[src/rtl/inst_fetch.sv]
// Instruction fetch unit: owns the fetch PC, runs a req/ack handshake to
// instruction memory and buffers up to two fetched words for decode.
//
// state | meaning
// IDLE  | no request outstanding (buffer full, or just out of reset)
// REQ   | request to req_addr outstanding, its data will be kept
// DROP  | request outstanding but stale after a flush, its data is discarded
module inst_fetch #(
  parameter logic [31:0] RESET_PC = 32'h0000_0000
) (
  input  logic        clk,
  input  logic        rst,
  output logic        imem_req_o,
  output logic [31:0] imem_addr_o,
  input  logic        imem_ack_i,
  input  logic [31:0] imem_data_i,
  input  logic        id_stall_i,
  input  logic        flush_i,
  input  logic [31:0] new_pc_i,
  output logic        inst_valid_o,
  output logic [31:0] pc_o,
  output logic [31:0] inst_o
);

  typedef enum logic [1:0] {IDLE, REQ, DROP} state_t;

  state_t      state, state_n;
  logic [31:0] fetch_pc, fetch_pc_n;
  logic [31:0] req_addr, req_addr_n;
  logic [31:0] fifo_pc   [2];
  logic [31:0] fifo_inst [2];
  logic        rd_ptr, wr_ptr;
  logic [1:0]  count, count_n;
  logic        push, pop;
  logic [31:0] new_pc_al;

  assign new_pc_al    = new_pc_i & ~32'h3;
  assign imem_req_o   = (state == REQ) || (state == DROP);
  assign imem_addr_o  = req_addr;
  assign inst_valid_o = (count != 2'd0);
  assign pc_o         = inst_valid_o ? fifo_pc[rd_ptr]   : 32'h0;
  assign inst_o       = inst_valid_o ? fifo_inst[rd_ptr] : 32'h0;

  // A flush clears the buffer outright, so neither push nor pop may happen with it
  assign push    = (state == REQ) && imem_ack_i && !flush_i;
  assign pop     = inst_valid_o && !id_stall_i && !flush_i;
  assign count_n = count + {1'b0, push} - {1'b0, pop};

  always_comb begin
    state_n    = state;
    fetch_pc_n = fetch_pc;
    req_addr_n = req_addr;
    if (flush_i) begin
      fetch_pc_n = new_pc_al;
      if (state != IDLE && !imem_ack_i) begin
        state_n = DROP;
      end else begin
        state_n    = REQ;
        req_addr_n = new_pc_al;
      end
    end else begin
      case (state)
        IDLE: begin
          if (count_n < 2'd2) begin
            state_n    = REQ;
            req_addr_n = fetch_pc;
          end
        end
        REQ: begin
          if (imem_ack_i) begin
            fetch_pc_n = req_addr + 32'd4;
            if (count_n < 2'd2) req_addr_n = req_addr + 32'd4;
            else                state_n    = IDLE;
          end
        end
        DROP: begin
          if (imem_ack_i) begin
            state_n    = REQ;
            req_addr_n = fetch_pc;
          end
        end
        default: state_n = IDLE;
      endcase
    end
  end

  always_ff @(posedge clk) begin
    if (rst) begin
      state    <= IDLE;
      fetch_pc <= RESET_PC & ~32'h3;
      req_addr <= 32'h0;
      count    <= 2'd0;
      rd_ptr   <= 1'b0;
      wr_ptr   <= 1'b0;
    end else begin
      state    <= state_n;
      fetch_pc <= fetch_pc_n;
      req_addr <= req_addr_n;
      if (flush_i) begin
        count  <= 2'd0;
        rd_ptr <= 1'b0;
        wr_ptr <= 1'b0;
      end else begin
        count <= count_n;
        if (push) wr_ptr <= ~wr_ptr;
        if (pop)  rd_ptr <= ~rd_ptr;
      end
    end
  end

  // Storage needs no reset: count gates every read
  always_ff @(posedge clk) begin
    if (push) begin
      fifo_pc[wr_ptr]   <= req_addr;
      fifo_inst[wr_ptr] <= imem_data_i;
    end
  end

endmodule
[config.mk]
export PLATFORM = sky130hd
export DESIGN_NAME = inst_fetch
export DESIGN_NICKNAME = d
export VERILOG_FILES = /design/src/rtl/inst_fetch.sv
export SDC_FILE = /design/constraint.sdc
export NUM_CORES = 1
export LEC_CHECK = 0
export CAP_MARGIN = 10
export CELL_PAD_IN_SITES_DETAIL_PLACEMENT = 2
export CELL_PAD_IN_SITES_GLOBAL_PLACEMENT = 2
export CORE_ASPECT_RATIO = 1.2
export CORE_MARGIN = 2
export CORE_UTILIZATION = 34
export CTS_CLUSTER_SIZE = 30
export DETAILED_ROUTE_END_ITERATION = 8
export PLACE_DENSITY = 0.78
export SYNTH_ARGS = -nofsm -noshare
export SYNTH_HDL_FRONTEND = slang
export SYNTH_SLANG_ARGS = --single-unit
[constraint.sdc]
create_clock -name clk -period 7.6 [get_ports clk]
set_input_delay 1.9 -clock clk [delete_from_list [all_inputs] [get_ports clk]]
set_output_delay 1.9 -clock clk [all_outputs]
set_load 0.02 [all_outputs]
==> reports/results.tsv, run 1 <==
metric	value	unit
Post-DRT Antenna Nets	0	
CP arrival	5.64	ns
Synth Register Bits	199	
Net Sw Frac	24.9	%
CP Capture Type	flop	
HP Start	fetch_pc[1]	
max-slew violation count	0	
crit path launch	imem_ack_i	
Die Width	152	um
synthesis-to-layout area growth	29.6	%
post-synthesis cell area	0.00892	sq mm
Core Util, Final	45.1	%
post-synthesis async set-or-reset flop share	0	%
Hold Buf Count CTS	0	
# Max-Cap Violations	0	
PwrDens	228	mW/mm^2
Rel. slew slack	28.5	%
commonest cells in the netlist	edfxtp_1, nor2_1, dfxtp_1	
Root Driver	clkbuf_16	
P_int	1980	uW
reg-to-reg setup timing slack	3.17	ns
Starting Density	34.8	%
Cells after DPL	1247	
Worst EP required	7.94	ns
Fill cells	2652	
num rows	64	
Least-Margin Pin Slew	1.06	ns
routability cong.	0.767	
post-CTS setup buffer count	0	
Vias	7103	
core area	0.0256	sq mm
DR vias/cell	5.55	
Fin Setup TNS	0	ns
sequential share of the synthesized area	59.0	%
final WL	28800	um
top cell type's share of synthesized area	43.1	%
Syn Area/Cell	11.2	sq um
Clock Power Share	40.8	%
largest net degree at the start of global routing	80	
IO buf count	164	
Yosys top cell by area	edfxtp_1	
Residual DRC	0	
Final Hold Viols	0	
Final min period	5.29	ns
Finished Layout Cells	1280	
drt first pass iters	6	
Yosys cell types	61	
top cells by area, synth	edfxtp_1, dfxtp_1, mux2i_1	
Total Power	2640	uW
DPL Wire Length	18400	um
Clock H-tree levels	4	
Comb power frac	11.7	%
Clock Pin Slew Worst Setup and Hold Paths	0.07	ns
total track usage	20.9	%
Peak VDD IR	0.177	mV
layout cells sized above 1	6.95	%
top achievable clock speed	189	MHz
RSZ-0062 raised after global routing	no	
clock skew	0.0155	ns
wire length per cell	22.5	um
CP Max Fanout	17	
outcome	completed	
P_leak	0.00373	uW
Cell Area, Placed	0.0109	sq mm
part of the power in registers	47.4	%
post-CTS sizing	0	
Post-Syn Nets	871	
count leader, synth	edfxtp_1	
Final Cycle Share	69.7	%
hold endpoint	fetch_pc[1]	
Hold Path Class	reg -> reg	
first-pass GRT wire length	44800	um
FF-to-FF End	imem_addr_o[26]	
Skew-Pair Late Insertion Delay	0.45	ns
Switch Pwr	657	uW
I/O pins	167	
worst hold stages	2	
clk sinks	199	
Nets	1011	
TritonCTS clock tree	done	
Primary FF master, synth	edfxtp_1	
antenna violations before repair	1	
die footprint	0.0276	sq mm
synthesized netlist cell count	796	
Ys Warns	0	
Setup-failing EPs final	0	
Congestion Overflow GR	0	
Post-synth EDFFs	128	
clock buffer count from CTS	17	
cell area after layout	0.0116	sq mm
startpoint types	input pin	
R2R depth	15	
height of the die	181	um
Clock Path Buffers	2	
CP Class	in -> reg	
Detailed Route Iter0 Violations	428	
reg2reg start	state[1]	
vias in the first global route	7508	
[worst max-delay path, stage by stage]
cell	delay, ns
clkdlybuf4s50_1	0.60
inv_1	0.13
nor2_1	0.17
clkinv_1	0.35
ha_1	0.43
inv_1	0.06
ha_1	0.14
xnor3_1	0.36
o31ai_2	0.78
buf_4	0.39
a21oi_1	0.07
o32ai_1	0.24
[registers in the layout, indices dropped and copies added (netlist names), named ones only]
signal,cells
fifo_inst,64
fifo_pc,64
fetch_pc,32
imem_addr_o,32
count,2
state,2
rd_ptr,1
wr_ptr,1
[stage by stage]
step                hold WS (ns)  worst slack [ns]
floorplan                  0.437              1.55
global placement           0.445              2.04
detailed placement         0.458              1.96
CTS                        0.470              2.35
global route               0.506              2.07
finish                     0.468              2.31
[cell families (layout without fill, tap and decap cells)]
kind of cell | count (synthesis) | count (layout) | synth area share [%]
AOI/OAI and AO/OA | 187 | 187 | 13.9
xor gates and xnor gates | 28 | 28 | 2.90
adders and majority gates | 6 | 6 | 0.842
buffers and inverters | 75 | 228 | 3.27
DFF | 199 | 199 | 59.0
muxes | 66 | 66 | 7.43
other | 0 | 1 | 0
and+or+nand+nor | 235 | 235 | 12.6
[power by group through the flow]
stage               Combinational, uW  Clock (uW)  Sequential (uW)
floorplan                         149           0             1270
global placement                  297           0             1270
detailed placement                306           0             1270
CTS                               310        1100             1250
global route                      334        1150             1260
finish                            309        1080             1250
[metal layers]
layer | vias to the layer above | GRT usage, % | share of wire (%)
li1 | 3257 | - | -
met1 | 3647 | 27.2 | 44
met2 | 171 | 36.2 | 51
met3 | 28 | 3.27 | 3.1
met4 | 0 | 6.21 | 1.6
met5 | - | 0 | 0
[how the worst max path moves through the flow]
stage | slack [ns] | endpoint | cells after the start
floorplan | 1.55 | fifo_inst[0][0] | 6
global placement | 2.04 | imem_addr_o[22] | 12
detailed placement | 1.96 | imem_addr_o[26] | 12
CTS | 2.35 | imem_addr_o[26] | 12
global route | 2.07 | imem_addr_o[15] | 12
finish | 2.31 | imem_addr_o[26] | 12
[final cells by class]
cell class	count	area, sq um	area share, %
multi-input cells	522	3390	29.3
repair buffers	175	1710	14.8
flip-flops and latches	199	5270	45.6
diodes	1	2.50	0.0216
inverters	21	78.8	0.682
clock buffers	17	425	3.68
clock inverters	15	273	2.36
well taps	330	413	3.57
[placed cells by master (no fill, tap or decap), types with 13 or more instances in the layout]
| master | instances |
|---|---|
| nand3_1 | 15 |
| inv_1 | 17 |
| xnor2_1 | 20 |
| clkbuf_16 | 17 |
| a22oi_1 | 13 |
| edfxtp_1 | 128 |
| clkdlybuf4s50_1 | 162 |
| nand2_1 | 35 |
| mux2i_1 | 64 |
| nor2_1 | 111 |
| a21oi_1 | 54 |
| dfxtp_1 | 70 |
| o21ai_0 | 35 |
Power figures use the tool's default switching activity.
==> inputs of run 2 (changes only) <==
==> constraint.sdc (replaced) <==
create_clock -name clk -period 5.5 [get_ports clk]
set_input_delay 1.375 -clock clk [delete_from_list [all_inputs] [get_ports clk]]
set_output_delay 1.375 -clock clk [all_outputs]
set_load 0.02 [all_outputs]
==> run 2 against run 1 <==
  * Die area did not move
  * Critical path depth did not move
  * Utilization is 0.17 points lower
  * Sequential power is 38% higher
  * Clock power grew 19%
  * Via count fell by 0.15%
  * First-iteration DRC count increased by 1.4%
  * Clock skew fell by 0.0056 ns
  * Largest power group unchanged
  * Sequential cell count stayed put
  * Highest routed layer unchanged
==> reports/results.tsv, run 2 (synthesis results as in run 1) <==
metric	value	unit	change
outcome	completed		
routability cong.	0.759		-1.1%
clk sinks	199		unchanged
DR vias/cell	5.51		-0.70%
Least-Margin Pin Slew	1.17	ns	+0.106 ns
total track usage	20.8	%	-0.18 points
Die Width	152	um	unchanged
drt first pass iters	8		+2
post-CTS setup buffer count	0		unchanged
RSZ-0062 raised after global routing	no		
Final Hold Viols	0		unchanged
DPL Wire Length	18700	um	+1.9%
Post-DRT Antenna Nets	0		unchanged
Detailed Route Iter0 Violations	434		+1.4%
top achievable clock speed	239	MHz	
CP Class	in -> reg		
Fin Setup TNS	0	ns	unchanged
# Max-Cap Violations	0		unchanged
Root Driver	clkbuf_16		
Rel. slew slack	21.4	%	-7.1 points
clock buffer count from CTS	17		unchanged
core area	0.0256	sq mm	unchanged
worst-path cell chain	clkdlybuf4s50_1, inv_1, nor2_1, clkinv_1, buf_4, ha_1, inv_1, ha_1, xnor3_1, o31a_1, nand2_1, o31ai_1		
final hold slack	0.474	ns	+0.00536 ns
die footprint	0.0276	sq mm	unchanged
CP Capture Type	flop		
wire length per cell	22.0	um	-1.9%
Peak VDD IR	0.219	mV	+24%
Place WS	0.864	ns	-1.09 ns
clock skew	0.00993	ns	-0.00555 ns
CP Max Fanout	8		-9
final WL	28400	um	-1.4%
PwrDens	298	mW/mm^2	+31%
Starting Density	34.8	%	unchanged
Hold Path Class	reg -> reg		
TritonCTS clock tree	done		
register cell area after layout	0.00527	sq mm	unchanged
post-CTS sizing	0		unchanged
max-slew violation count	0		unchanged
area of the multi-input gates	0.00339	sq mm	unchanged
IO buf count	164		unchanged
Vias	7092		-0.15%
most common cell after layout, fill and taps aside	clkdlybuf4s50_1		
Crit-path slowest cell	clkdlybuf4s50_1		
Fill cells	2656		+0.15%
diode count	0		-1
height of the die	181	um	unchanged
most frequent cells in the layout	clkdlybuf4s50_1, edfxtp_1, nor2_1, dfxtp_1, mux2i_1		
largest net degree at the start of global routing	65		-19%
Residual DRC	0		unchanged
Final Cycle Share	75.9	%	
Clock H-tree levels	4		unchanged
Skew-Pair Late Insertion Delay	0.44	ns	about the same
Final min period	4.18	ns	
Hold Buf Count CTS	0		unchanged
worst hold stages	2		unchanged
final worst slack	1.32	ns	-0.983 ns
vias in the first global route	7605		+1.3%
P_leak	0.00372	uW	-0.41%
first-pass GRT wire length	44900	um	+0.36%
I/O pins	167		unchanged
Nets	1019		+0.79%
synthesis-to-layout area growth	29.2	%	
Congestion Overflow GR	0		unchanged
Worst EP required	5.85	ns	-2.09 ns
Clock Path Buffers	2		unchanged
antenna violations before repair	0		-1
num rows	64		unchanged
startpoint types	input pin		
Setup-failing EPs final	0		unchanged
R2R depth	13		-2
layout cells sized above 1	7.21	%	+0.26 points
Clock Pin Slew Worst Setup and Hold Paths	0.07	ns	about the same
top flop regs	fifo_inst: 64 flops, fifo_pc: 64 flops		
CP peak stage delay	0.59	ns	-0.19 ns
CP arrival	4.53	ns	-1.11 ns
==> run 2: cell types whose count changed in the layout (fill, tap and decap cells not counted), sizes merged <==
cell / delta
buf: +8
clkinv: +5
bufinv: -4
inv: -2
clkbuf: +1
diode: -1
==> run 2: path summary, 6_finish.rpt <==
| check | start | end | slack [ns] |
|---|---|---|---|
| setup / recovery | imem_ack_i | imem_addr_o[18] | 1.32 |
| hold / removal | fetch_pc[1] | fetch_pc[1] | 0.47 |
| setup reg to reg | state[1] | imem_addr_o[18] | 2.33 |
| hold reg to reg | fetch_pc[1] | fetch_pc[1] | 0.47 |
==> run 2: per-stage QoR <==
step           instance area, sq um  total power, uW  cells  util [%]
6_report                      11500             3430   1287      45.0
5_1_grt                       11500             3560   1287      45.0
4_1_cts                       11500             3470   1287      45.0
3_5_place_dp                  10900             2190   1255      42.7
3_3_place_gp                  10900             2170   1255      42.7
2_1_floorplan                  8920             1960    796         -
==> run 2: per-layer routing <==
metal | wire (um) | vias to the layer above | global-route usage [%]
met1 | 12700 | 3643 | 26.8
met2 | 14300 | 153 | 36.4
met5 | 0 | - | 0
met3 | 879 | 31 | 2.94
met4 | 463 | 0 | 5.79
li1 | - | 3265 | -
==> run 2: layout make-up <==
cell class / count / share of cell area [%]
clock buffer: 18 / 3.73
clock inverter: 14 / 1.36
inverter: 21 / 0.684
multi-input combinational: 522 / 29.4
sequential: 199 / 45.7
tap: 330 / 3.58
timing repair buffer: 183 / 15.5
==> run 2: worst max-delay path, delay by kind of cell <==
kind,cells,cell delay (ns)
adder cells (fa/ha/maj),2,0.45
buffers and inverters,5,1.01
AO/OA/AOI/OAI,2,0.72
AND/OR/NAND/NOR,2,0.56
XOR/XNOR,1,0.40
==> run 2: power breakdown <==
group          internal [uW]  switching, uW  total, uW
registers               1650           79.9       1730
clock network            711            566       1280
logic                    188            240        429
==> inputs of run 3 (changes only) <==
--- a/config.mk
+++ b/config.mk
@@ -10,10 +10,10 @@
 export CELL_PAD_IN_SITES_GLOBAL_PLACEMENT = 2
 export CORE_ASPECT_RATIO = 1.2
 export CORE_MARGIN = 2
-export CORE_UTILIZATION = 34
+export CORE_UTILIZATION = 31
 export CTS_CLUSTER_SIZE = 30
 export DETAILED_ROUTE_END_ITERATION = 8
-export PLACE_DENSITY = 0.78
+export PLACE_DENSITY = 0.75
 export SYNTH_ARGS = -nofsm -noshare
 export SYNTH_HDL_FRONTEND = slang
 export SYNTH_SLANG_ARGS = --single-unit
==> constraint.sdc (replaced) <==
create_clock -name clk -period 3.64 [get_ports clk]
set_input_delay 0.91 -clock clk [delete_from_list [all_inputs] [get_ports clk]]
set_output_delay 0.91 -clock clk [all_outputs]
set_load 0.02 [all_outputs]
==> run 3 against run 2 <==
  * Global-route usage shrank 1.1 points
  * Non-clock buffer count grew 18
  * Hold slack lost 0.012 ns
  * Critical path type is now reg -> out
==> reports/results.tsv, run 3 (synthesis results as in run 1) <==
metric	value	unit	change
clk sinks	199		unchanged
vias in the first global route	7775		+2.2%
DR vias/cell	5.23		-5.0%
top flop regs	fifo_inst: 64 flops, fifo_pc: 64 flops		
Switch Pwr	1370	uW	+54%
Setup-failing EPs final	0		unchanged
layout cells sized above 1	9.13	%	+1.9 points
most common cell after layout, fill and taps aside	clkdlybuf4s50_1		
CP Capture Type	output port		
drt first pass iters	6		-2
Die Width	159	um	+4.6%
post-CTS setup buffer count	0		unchanged
antenna violations before repair	3		+3
Net Sw Frac	26.0	%	+0.20 points
worst hold stages	2		unchanged
HP Start	fetch_pc[1]		
clock skew	0.0154	ns	+0.00542 ns
Peak VDD IR	0.268	mV	+22%
Root Driver	clkbuf_16		
Skew-Pair Late Insertion Delay	0.44	ns	about the same
Final min period	3.21	ns	
Post-DRT Antenna Nets	0		unchanged
core area	0.0285	sq mm	+11%
Residual DRC	0		unchanged
Vias	7133		+0.58%
Nets	1037		+1.8%
first-pass GRT wire length	45700	um	+1.7%
height of the die	190	um	+4.6%
RSZ-0062 raised after global routing	no		
Cells after DPL	1328		+5.8%
Least-Margin Pin Slew	0.968	ns	-0.202 ns
Clock Power Share	37.3	%	about the same
CP Max Fanout	27		+19
P_int	3900	uW	+53%
reg-to-reg setup timing slack	0.72	ns	-1.61 ns
I/O pins	167		unchanged
Fin Setup TNS	0	ns	unchanged
Clock Pin Slew Worst Setup and Hold Paths	0.07	ns	about the same
wire length per cell	21.4	um	-3.1%
startpoint types	flop		
IO buf count	164		unchanged
Detailed Route Iter0 Violations	363		-16%
cell area after layout	0.0118	sq mm	+2.4%
num rows	68		+6.3%
final WL	29100	um	+2.6%
Hold Buf Count CTS	0		unchanged
CP arrival	2.30	ns	-2.23 ns
part of the power in registers	49.2	%	-1.2 points
CP Class	reg -> out		
FF-to-FF End	imem_addr_o[14]		
P_leak	0.00382	uW	+2.9%
top achievable clock speed	312	MHz	
Starting Density	31.3	%	-3.5 points
largest net degree at the start of global routing	65		unchanged
Final Cycle Share	88.1	%	
clock buffer count from CTS	17		unchanged
# Max-Cap Violations	0		unchanged
outcome	completed		
Core Util, Final	41.4	%	-3.6 points
Total Power	5260	uW	+53%
Congestion Overflow GR	0		unchanged
routability cong.	0.783		+3.2%
PwrDens	446	mW/mm^2	+50%
max-slew violation count	0		unchanged
post-CTS sizing	0		unchanged
DPL Wire Length	19600	um	+4.7%
total track usage	19.6	%	-1.1 points
Cell Area, Placed	0.0112	sq mm	+2.3%
Clock Path Buffers	2		unchanged
reg2reg start	count[0]		
Rel. slew slack	35.5	%	+14 points
Worst EP required	2.73	ns	-3.12 ns
Hold Path Class	reg -> reg		
Clock H-tree levels	4		unchanged
hold endpoint	fetch_pc[1]		
TritonCTS clock tree	done		
Finished Layout Cells	1363		+5.9%
most frequent cells in the layout	clkdlybuf4s50_1, edfxtp_1, nor2_1, dfxtp_1, mux2i_1		
Comb power frac	13.4	%	+0.9 points
R2R depth	12		-1
Final Hold Viols	0		unchanged
synthesis-to-layout area growth	32.2	%	
die footprint	0.0302	sq mm	+9.4%
-- run 3: cell count changes in the layout (fill, tap and decap cells not counted), sizes merged --
cell and delta:
buf +18, clkinv -3, diode +3, inv +3
-- run 3: how the worst max path moves through the flow --
stage	from	to	slack, ns	cells past startpoint
global placement	id_stall_i	state[0]	0.14	10
CTS	flop	pc_o[19]	0.38	4
floorplan	flush_i	fifo_inst[1][0]	-0.004	5
detailed placement	id_stall_i	imem_addr_o[14]	-0.002	11
finish	flop	pc_o[19]	0.43	4
global route	flop	pc_o[19]	0.29	4
-- run 3: layout make-up --
class	instances	area, sq um
diodes	3	7.51
multi-input cells	522	3390
well taps	385	482
clock inverters	14	173
fillers	2920	16700
clock buffers	18	429
inverters	21	80.1
flip-flops and latches	199	5270
repair buffers	201	1960
-- run 3: critical path: stages, from the launching register on --
cell and delay, ns:
dfxtp_4 0.69, buf_12 0.26, mux2i_1 0.27, nor2_1 0.06
clkdlybuf4s50_1 0.55
-- run 3: power by group through the flow --
stage          clock (uW)  sequential (uW)  combinational [uW]
2_1_floorplan           0             2660                 314
3_3_place_gp            0             2630                 684
3_5_place_dp            0             2640                 706
4_1_cts              2010             2590                 714
5_1_grt              2100             2600                 765
6_report             1960             2590                 708
-- run 3: per-stage QoR --
| step | hold slack, ns | setup WS, ns |
|---|---|---|
| after floorplan | 0.437 | -0.00391 |
| after global placement | 0.443 | 0.144 |
| after detailed placement | 0.459 | -0.00173 |
| after CTS | 0.469 | 0.377 |
| after global routing | 0.490 | 0.292 |
| final | 0.462 | 0.433 |
-- run 3: routing by layer --
layer	GRT usage [%]	vias up	share of wire, %
li1	-	3304	-
met1	24.0	3663	44
met2	36.1	149	53
met3	2.96	17	3.0
met4	5.14	0	0.84
met5	0	-	0
